**config.mk**
```make
export PLATFORM = sky130hd
export DESIGN_NAME = apb3_cmd_master
export DESIGN_NICKNAME = d
export VERILOG_FILES = /design/src/rtl/apb_pkg.sv /design/src/rtl/apb_watchdog.sv /design/src/rtl/apb3_cmd_master.sv
export SDC_FILE = /design/constraint.sdc
export NUM_CORES = 1
export LEC_CHECK = 0
export ABC_AREA = 0
export CORE_MARGIN = 4
export CORE_UTILIZATION = 47
export DETAILED_ROUTE_END_ITERATION = 16
export HOLD_SLACK_MARGIN = 0.02
export PLACE_DENSITY = 0.84
export REMOVE_ABC_BUFFERS = 1
export SYNTH_ARGS = -nofsm -noshare
export SYNTH_HDL_FRONTEND = slang
export SYNTH_HIERARCHICAL = 1
export SYNTH_SLANG_ARGS = --single-unit
```
**constraint.sdc**
```tcl
create_clock -name PCLK -period 4.5 [get_ports PCLK]
set_input_delay 0.9 -clock PCLK [delete_from_list [all_inputs] [get_ports PCLK]]
set_output_delay 0.9 -clock PCLK [all_outputs]
set_load 0.03 [all_outputs]
```
**src/rtl/apb_pkg.sv**
```systemverilog
// Shared APB3 requester definitions: state encoding, bus widths, response bundle.
// Pure declarations, so it has no latency or backpressure of its own.
package apb_pkg;

  localparam int APB_DATA_W          = 32;
  localparam int APB_STRB_W          = 4;
  localparam int APB_TIMEOUT_CYC_DEF = 256;

  typedef enum logic [1:0] {
    ST_IDLE   = 2'd0,
    ST_SETUP  = 2'd1,
    ST_ACCESS = 2'd2,
    ST_RESP   = 2'd3
  } apb_state_e;

  typedef struct packed {
    logic [APB_DATA_W-1:0] rdata;
    logic                  err;
    logic                  timeout;
  } apb_rsp_t;

  function automatic logic [15:0] sat_inc16(input logic [15:0] v);
    return (v == 16'hFFFF) ? v : v + 16'd1;
  endfunction

endpackage

```
**src/rtl/apb_watchdog.sv**
```systemverilog
// ACCESS-phase wait counter; o_tc pulses combinationally on the last allowed wait cycle.
// Clear wins over enable; TIMEOUT_CYC=0 never fires.
module apb_watchdog
  import apb_pkg::*;
#(
  parameter int TIMEOUT_CYC = APB_TIMEOUT_CYC_DEF
) (
  input  logic PCLK,
  input  logic PRESETn,
  input  logic i_clr,
  input  logic i_en,
  output logic o_tc
);

  localparam int CNT_W = (TIMEOUT_CYC > 2) ? $clog2(TIMEOUT_CYC) : 1;

  generate
    if (TIMEOUT_CYC == 0) begin : g_off
      logic w_unused;
      assign w_unused = i_clr ^ i_en;
      assign o_tc     = 1'b0;
    end else begin : g_on
      localparam logic [CNT_W-1:0] TC_VAL = CNT_W'(TIMEOUT_CYC - 1);
      logic [CNT_W-1:0] r_cnt;

      always_ff @(posedge PCLK or negedge PRESETn) begin
        if (!PRESETn) begin
          r_cnt <= '0;
        end else if (i_clr) begin
          r_cnt <= '0;
        end else if (i_en) begin
          r_cnt <= r_cnt + CNT_W'(1);
        end
      end

      assign o_tc = i_en && (r_cnt == TC_VAL);
    end
  endgenerate

endmodule

```
**src/rtl/apb3_cmd_master.sv**
```systemverilog
// APB3 requester: one command -> SETUP/ACCESS -> response; rsp_valid 3 cycles after accept plus PREADY waits.
// cmd_ready only in IDLE; response held until rsp_ready, next command accepted the cycle after.
module apb3_cmd_master
  import apb_pkg::*;
#(
  parameter int ADDR_W      = 12,
  parameter int TIMEOUT_CYC = APB_TIMEOUT_CYC_DEF
) (
  input  logic                  PCLK,
  input  logic                  PRESETn,
  input  logic                  cmd_valid,
  output logic                  cmd_ready,
  input  logic                  cmd_write,
  input  logic [ADDR_W-1:0]     cmd_addr,
  input  logic [APB_DATA_W-1:0] cmd_wdata,
  input  logic [APB_STRB_W-1:0] cmd_strb,
  output logic                  rsp_valid,
  input  logic                  rsp_ready,
  output logic [APB_DATA_W-1:0] rsp_rdata,
  output logic                  rsp_err,
  output logic                  rsp_timeout,
  output logic                  busy,
  output logic [15:0]           txn_count,
  output logic [15:0]           err_count,
  output logic [ADDR_W-1:0]     PADDR,
  output logic                  PSEL,
  output logic                  PENABLE,
  output logic                  PWRITE,
  output logic [APB_DATA_W-1:0] PWDATA,
  output logic [APB_STRB_W-1:0] PSTRB,
  input  logic [APB_DATA_W-1:0] PRDATA,
  input  logic                  PREADY,
  input  logic                  PSLVERR
);

  apb_state_e            r_state, w_state_nxt;
  logic                  r_cmd_ready, r_busy;
  logic [ADDR_W-1:0]     r_paddr, w_paddr_nxt;
  logic                  r_psel, w_psel_nxt;
  logic                  r_penable, w_penable_nxt;
  logic                  r_pwrite, w_pwrite_nxt;
  logic [APB_DATA_W-1:0] r_pwdata, w_pwdata_nxt;
  logic [APB_STRB_W-1:0] r_pstrb, w_pstrb_nxt;
  apb_rsp_t              r_rsp, w_rsp_nxt;
  logic                  r_rsp_valid, w_rsp_valid_nxt;
  logic [15:0]           r_txn_count, w_txn_count_nxt;
  logic [15:0]           r_err_count, w_err_count_nxt;
  logic                  w_wd_clr, w_wd_en, w_wd_tc;
  logic                  w_unused_addr_lsb;

  // Word-aligned APB: the byte offset within the word is dropped.
  assign w_unused_addr_lsb = ^cmd_addr[1:0];

  assign w_wd_clr = (r_state == ST_SETUP);
  assign w_wd_en  = (r_state == ST_ACCESS) && !PREADY;

  apb_watchdog #(
    .TIMEOUT_CYC(TIMEOUT_CYC)
  ) u_watchdog (
    .PCLK   (PCLK),
    .PRESETn(PRESETn),
    .i_clr  (w_wd_clr),
    .i_en   (w_wd_en),
    .o_tc   (w_wd_tc)
  );

  always_ff @(posedge PCLK or negedge PRESETn) begin
    if (!PRESETn) begin
      r_state <= ST_IDLE;
    end else begin
      r_state <= w_state_nxt;
    end
  end

  always_comb begin
    w_state_nxt      = r_state;
    w_paddr_nxt      = r_paddr;
    w_psel_nxt       = r_psel;
    w_penable_nxt    = r_penable;
    w_pwrite_nxt     = r_pwrite;
    w_pwdata_nxt     = r_pwdata;
    w_pstrb_nxt      = r_pstrb;
    w_rsp_nxt        = r_rsp;
    w_rsp_valid_nxt  = r_rsp_valid;
    w_txn_count_nxt  = r_txn_count;
    w_err_count_nxt  = r_err_count;
    case (r_state)
      ST_IDLE: begin
        if (cmd_valid) begin
          w_paddr_nxt   = {cmd_addr[ADDR_W-1:2], 2'b00};
          w_pwrite_nxt  = cmd_write;
          w_pwdata_nxt  = cmd_wdata;
          w_pstrb_nxt   = cmd_write ? cmd_strb : '0;
          w_psel_nxt    = 1'b1;
          w_penable_nxt = 1'b0;
          w_state_nxt   = ST_SETUP;
        end
      end
      ST_SETUP: begin
        w_penable_nxt = 1'b1;
        w_state_nxt   = ST_ACCESS;
      end
      ST_ACCESS: begin
        // A late PREADY on the terminal cycle still completes the transfer normally.
        if (PREADY) begin
          w_rsp_nxt.rdata   = r_pwrite ? '0 : PRDATA;
          w_rsp_nxt.err     = PSLVERR;
          w_rsp_nxt.timeout = 1'b0;
          w_psel_nxt        = 1'b0;
          w_penable_nxt     = 1'b0;
          w_txn_count_nxt   = r_txn_count + 16'd1;
          w_err_count_nxt   = PSLVERR ? sat_inc16(r_err_count) : r_err_count;
          w_rsp_valid_nxt   = 1'b1;
          w_state_nxt       = ST_RESP;
        end else if (w_wd_tc) begin
          w_rsp_nxt.rdata   = '0;
          w_rsp_nxt.err     = 1'b1;
          w_rsp_nxt.timeout = 1'b1;
          w_psel_nxt        = 1'b0;
          w_penable_nxt     = 1'b0;
          w_txn_count_nxt   = r_txn_count + 16'd1;
          w_err_count_nxt   = sat_inc16(r_err_count);
          w_rsp_valid_nxt   = 1'b1;
          w_state_nxt       = ST_RESP;
        end
      end
      ST_RESP: begin
        if (rsp_ready) begin
          w_rsp_valid_nxt = 1'b0;
          w_state_nxt     = ST_IDLE;
        end
      end
      default: w_state_nxt = ST_IDLE;
    endcase
  end

  // Handshake flags come from the next state so they stay registered yet coherent.
  always_ff @(posedge PCLK or negedge PRESETn) begin
    if (!PRESETn) begin
      r_cmd_ready <= 1'b1;
      r_busy      <= 1'b0;
      r_paddr     <= '0;
      r_psel      <= 1'b0;
      r_penable   <= 1'b0;
      r_pwrite    <= 1'b0;
      r_pwdata    <= '0;
      r_pstrb     <= '0;
      r_rsp       <= '0;
      r_rsp_valid <= 1'b0;
      r_txn_count <= '0;
      r_err_count <= '0;
    end else begin
      r_cmd_ready <= (w_state_nxt == ST_IDLE);
      r_busy      <= (w_state_nxt != ST_IDLE);
      r_paddr     <= w_paddr_nxt;
      r_psel      <= w_psel_nxt;
      r_penable   <= w_penable_nxt;
      r_pwrite    <= w_pwrite_nxt;
      r_pwdata    <= w_pwdata_nxt;
      r_pstrb     <= w_pstrb_nxt;
      r_rsp       <= w_rsp_nxt;
      r_rsp_valid <= w_rsp_valid_nxt;
      r_txn_count <= w_txn_count_nxt;
      r_err_count <= w_err_count_nxt;
    end
  end

  assign cmd_ready   = r_cmd_ready;
  assign busy        = r_busy;
  assign PADDR       = r_paddr;
  assign PSEL        = r_psel;
  assign PENABLE     = r_penable;
  assign PWRITE      = r_pwrite;
  assign PWDATA      = r_pwdata;
  assign PSTRB       = r_pstrb;
  assign rsp_valid   = r_rsp_valid;
  assign rsp_rdata   = r_rsp.rdata;
  assign rsp_err     = r_rsp.err;
  assign rsp_timeout = r_rsp.timeout;
  assign txn_count   = r_txn_count;
  assign err_count   = r_err_count;

endmodule

```
Yosys cells after proc, flatten, opt, wreduce, memory -nomap -nowiden
Cells that the tools add are included.
- bits in registers: 128
- bits in latches: 0
- memory bits (writable): 0
- ROM bits: 0
- input bits: 87
- output and inout bits: 120
- word-level logic and storage cells: 72
- memories: 0
- add/sub/neg operators: 3
- $mul: 0
- div/mod/pow operators: 0
- magnitude comparators: 0
- equal/unequal tests: 9
- shift-type cells: 0
- multiplexer cells: 27
- bitwise logic cells: 0
- reductions and logical operators: 17
- operators by type and width (operator ; count):
    $mux W16 ; 6
    $mux W34 ; 2
    $add A16 B1 Y16 const B ; 2
    $mux W32 ; 1
    $eq A16 B16 Y1 const B ; 1
    $mux W8 ; 2
    $reduce_and A3 Y1 ; 4
    $reduce_bool A2 Y1 ; 5
    $add A8 B1 Y8 const B ; 1
    $eq A8 B8 Y1 const B ; 1
    $mux W2 ; 4
    $pmux W2 S4 ; 1
    $mux W1 ; 7
    $eq A2 B2 Y1 const B ; 2
    $logic_not A2 Y1 ; 2
    $mux W4 ; 1
    $ne A2 B2 Y1 const B ; 2
    $pmux W1 S2 ; 2
    $reduce_and A2 Y1 ; 2
    $ne A3 B2 Y1 const B ; 1
    $pmux W1 S3 ; 1
    $reduce_bool A3 Y1 ; 1
    $eq A2 B1 Y1 const B ; 1
    $logic_and A1 B1 Y1 ; 2
    other kinds (2) ; 2

Logic depth before layout (Yosys ltp)
- word-level depth: 7
- mapped depth: 12

Hierarchy
The synthesis kept the hierarchy.
- by module, submodules not included (module ; instances ; cells each ; area each (µm²)):
    apb3_cmd_master ; 1 ; 420 ; 4964.8
    apb_watchdog ; 1 ; 39 ; 402.9

Worst setup path after synthesis
OpenSTA, ideal clock, no wires.
- kind: input port to flip-flop
- start: input PREADY
- end: register r_err_count[15] (netlist: err_count[15])
- arrival: 2.405 ns
- slack: 1.967 ns
- stages: 8
- path buffers: 1
- path through: nor2b_1 > buf_4 > nand3_1 > nor3_1 > mux2i_1 > nor4_4 > nand4_1 > mux2_1
- longest elaborated chain between the ends: 5
- RTL lines (what ; line ; source):
    from (decl) ; apb3_cmd_master.sv:32 ; input logic PREADY,
    $logic_not A1 Y1 ; apb3_cmd_master.sv:55 ; assign w_wd_en = (r_state == ST_ACCESS) && !PREADY;
    $logic_and A1 B1 Y1 ; apb3_cmd_master.sv:55 ;
    $logic_and A1 B1 Y1 ; apb_watchdog.sv:36 ; assign o_tc = i_en && (r_cnt == TC_VAL);
    named net w_wd_tc ; apb3_cmd_master.sv:48 ; logic w_wd_clr, w_wd_en, w_wd_tc;
    $reduce_bool A2 Y1 (no line) ; -- ;
    $reduce_and A3 Y1 (no line) ; -- ;
    to (signal assigned) ; apb3_cmd_master.sv:164 ; r_err_count <= w_err_count_nxt;
    to (decl) ; apb3_cmd_master.sv:47 ; logic [15:0] r_err_count, w_err_count_nxt;
The timed path passes the listed nets, and every way through them passes these cells.
A chain may end at the register's enable or synchronous reset.

Worst setup path after layout
- start: input PREADY
- end: register r_busy (netlist: busy)
- longest elaborated chain between the ends: 7
- RTL lines (what ; line ; source):
    $logic_not A1 Y1 ; apb3_cmd_master.sv:55 ;
    $logic_and A1 B1 Y1 ; apb3_cmd_master.sv:55 ;
    named net w_wd_en ; apb3_cmd_master.sv:48 ;
    $logic_and A1 B1 Y1 ; apb_watchdog.sv:36 ;
    named net w_wd_tc ; apb3_cmd_master.sv:48 ;
    $mux W2 ; apb3_cmd_master.sv:115 ; end else if (w_wd_tc) begin
    $mux W2 ; apb3_cmd_master.sv:105 ; if (PREADY) begin
    $pmux W2 S4 ; apb3_cmd_master.sv:87 ; case (r_state)
    named net w_state_nxt[0] ; apb3_cmd_master.sv:36 ; apb_state_e r_state, w_state_nxt;
    $reduce_bool A2 Y1 ; apb3_cmd_master.sv:154 ; r_busy <= (w_state_nxt != ST_IDLE);
    to (signal assigned) ; apb3_cmd_master.sv:154 ;
    to (decl) ; apb3_cmd_master.sv:37 ; logic r_cmd_ready, r_busy;
The timed path passes the listed nets, and every way through them passes these cells.

==> flow_metrics.env <==
export IMPL_cts_hold_buf=0
export IMPL_syn_area_sq_um=5370
export IMPL_slew_headroom_pct=17.9
export IMPL_p_leak_nw=3.72
export IMPL_finalSetupViolCount=0
export IMPL_crit_top_cell="or2_2"
export IMPL_io_buffers=202
export IMPL_p_comb_share_pct=43.1
export IMPL_grt_start_max_net_pins=68
export IMPL_drive_above_1_share_pct=14.7
export IMPL_vias=4144
export IMPL_end_kind="flip-flop"
export IMPL_hp_start="rsp_rdata[22]"
export IMPL_grt_pass1_vias=4434
export IMPL_grt_usage_pct=21.4
export IMPL_power_mw=6.04
export IMPL_drv_cap=0
export IMPL_ys_seq_area_share_pct=59.7
export IMPL_worstPathArrival_ns=3.34
export IMPL_yosys_register_bits=128
export IMPL_num_fill_cells=771
export IMPL_synth_edff_count=0
export IMPL_synth_avg_cell_area_sq_um=11.7
export IMPL_cts_sinks=128
export IMPL_rsz0062_at_grt="false"
export IMPL_ant_nets=0
export IMPL_drt_iter0_drc=218
export IMPL_synth_main_ff_cell="dfrtp_1"
export IMPL_power_frac_seq_pct=31.2
export IMPL_synth_most_common_cell="dfrtp_1"
export IMPL_cp_slowest_cell="clkdlybuf4s50_1"
export IMPL_startpoint_type="input pin"
export IMPL_synth_top_cell_area_share_pct=59.2
export IMPL_power_per_cell_area_nw_per_um2=740
export IMPL_critPathTopFamily="simple AND/OR/NAND/NOR gates"
export IMPL_finalCritPeriodShare_pct=67.9
export IMPL_cts_htree_levels=4
export IMPL_die_h_um=115
export IMPL_nNetsFinal=751
export IMPL_clk_pin_slew_ns=0.06
export IMPL_cts_root_buf="clkbuf_16"
export IMPL_hpwl_um=9880
export IMPL_yosysUniqueCellTypes=47
export IMPL_clock_tree_buffer_depth=2
export IMPL_num_io_pins=207
export IMPL_outcome="finished clean"
export IMPL_fin_setup_tns_ns=0
export IMPL_slew_viol_final=0
export IMPL_p_sw_mw=2.27
export IMPL_synthTopCellsByArea="dfrtp_1, mux2_2, nand2_1"
export IMPL_slowest_delay_ns=0.56
export IMPL_skew_ns=0.0103
export IMPL_final_util_pct=74.0
export IMPL_startpoint="PREADY"
export IMPL_post_cts_buffers=0
export IMPL_peakVddDrop_uv=505
export IMPL_required_ns=4.78
export IMPL_yosys_area_top_type="dfrtp_1"
export IMPL_path_class="in -> reg"
export IMPL_grt_pass1_wl_um=22200
export IMPL_r2r_start="r_state[0]"
export IMPL_async_flop_share_pct=100
export IMPL_worstHoldPathType="reg -> reg"
export IMPL_crit_fanout=18
export IMPL_worst_pin_slew_ns=1.23
export IMPL_die_area_sq_um=13200
export IMPL_antenna_found_initial=0
export IMPL_diodes=0
export IMPL_dp_cells=782
export IMPL_path_cells="clkdlybuf4s50_1 -> nor2b_1 -> buf_4 -> nand3_1 -> nor3_1 -> or2_2 -> nand2_1 -> o211ai_1 -> or2_2"
export IMPL_clock_fmax_ghz=0.327
export IMPL_first_pass_iters=7
export IMPL_hold_viol_final=0
export IMPL_power_internal_mw=3.77
export IMPL_wl_per_cell_um=17.1
export IMPL_cts_buffers=17
export IMPL_yosys_top_cells_count="dfrtp_1, nand2_1, nand3_1"
export IMPL_gp_congestion=0.810
export IMPL_yosys_warnings=6
export IMPL_remaining_drc_errors=0
export IMPL_core_area_sq_um=11000
export IMPL_swShare_pct=37.6
export IMPL_start_util_pct=48.7
export IMPL_netlist_instances=459
export IMPL_area_delta_synth_final_pct=52.0
export IMPL_clk_latency_ns=0.40
export IMPL_die_w_um=115
export IMPL_cts_tree="done"
export IMPL_ctsResizeCount=0
export IMPL_period_needed_ns=3.05
export IMPL_placementRows=38
export IMPL_clockPowerShare_pct=25.7
export IMPL_worst_path_buf_inv=2
export IMPL_gr_total_overflow=0
export IMPL_wl_um=13900
export IMPL_layoutNonFillerInstCount=814
export IMPL_via_per_inst=5.09
[worst register-to-register path: cells and delay by family, from the launching register on]
| kind | cells | cell delay [ns] |
|---|---|---|
| buffers and inverters | 2 | 0.56 |
| DFF | 1 | 0.44 |
| and+or+nand+nor | 8 | 1.74 |
[cell usage in the layout (no fill, tap or decap), types with 2 or more instances in the layout]
cell type        instances
xor2_1                  21
nor2b_1                  2
clkdlybuf4s50_1        201
buf_4                    5
a21oi_1                  8
inv_1                    5
nand4_1                  6
nor4_2                   3
nor3b_1                  2
bufinv_16                6
nand4_2                  3
or2_2                    3
o21ai_0                  7
clkinv_2                 2
nor4_1                   3
nand3_1                 43
mux2_2                  42
ha_1                     3
nor3_1                   9
nand2_1                 93
dfrtp_1                127
nor2_1                  10
clkbuf_16               17
nand4_4                  2
conb_1                   2
mux2_1                   2
and4_1                   2
nor4_4                   2
clkinv_4                 4
or3_1                    5
mux2i_1                  2
xnor2_1                 11
[registers in the layout, summed over array words and instances, names as in the netlist]
| signal | flops |
|---|---|
| err_count | 16 |
| PADDR | 10 |
| busy | 1 |
| rsp_err | 1 |
| rsp_valid | 1 |
| PSTRB | 4 |
| PWDATA | 32 |
| txn_count | 16 |
| rsp_rdata | 32 |
| PENABLE | 1 |
| PSEL | 1 |
| u_watchdog/g_on.r_cnt | 8 |
| rsp_timeout | 1 |
| cmd_ready | 1 |
| r_state | 2 |
| PWRITE | 1 |
[worst paths after layout]
| check | slack (ns) | to | cells past startpoint |
|---|---|---|---|
| worst min-delay path | 0.46 | rsp_rdata[22] | 2 |
| max in group asynchronous | 3.07 | PWDATA[15] | 2 |
| min in group asynchronous | 0.58 | PSTRB[2] | 1 |
| worst max register to register | 1.60 | PSEL | 10 |
| worst max-delay path | 1.45 | busy | 9 |
| worst min register to register | 0.46 | rsp_rdata[22] | 2 |
[power groups by stage]
stage	sequential (mW)	clock [mW]	combinational [mW]
CTS	1.88	1.59	2.64
detailed placement	1.90	0	2.62
global route	1.95	1.64	2.75
global placement	1.87	0	2.58
floorplan	2.71	0	0.603
finish	1.88	1.55	2.61
[layout make-up]
type	instances	area [sq um]	share of cell area (%)
sequential	128	3200	39.3
timing repair buffer	207	2070	25.4
multi-input combinational	302	2020	24.7
clock buffer	19	443	5.43
clock inverter	13	234	2.87
tap	140	175	2.15
inverter	5	18.8	0.230
[metal layers]
metal  share of wire, %  GRT usage, %  wire length (um)  vias up
li1                   -             -                 -     1958
met1                 39          24.6              5440     1985
met2                 50          36.7              7030      176
met3                8.1          7.58              1130       25
met4                2.4          8.29               338        0
met5                  0             0                 0        -
[cells by family (layout without fill, tap and decap cells)]
group                    Yosys count  after routing  share of synthesized area, %
buffers and inverters             30            244                          2.87
other                              1              2                        0.0699
XOR/XNOR                          32             32                          5.22
multiplexers                      47             47                          9.88
AO/OA/AOI/OAI                     19             19                          2.00
adder cells (fa/ha/maj)            3              3                         0.699
flip-flops                       128            128                          59.7
AND/OR/NAND/NOR                  199            199                          19.6
[per-stage QoR]
step / hold WS [ns] / worst slack (ns) / area, sq um
3_5_place_dp: 0.454 / 1.02 / 7480
2_1_floorplan: 0.493 / 1.50 / 5240
4_1_cts: 0.468 / 1.44 / 8160
5_1_grt: 0.494 / 1.21 / 8160
6_report: 0.464 / 1.45 / 8160
3_3_place_gp: 0.449 / 1.06 / 7480
(Power assumes the default switching activity.)
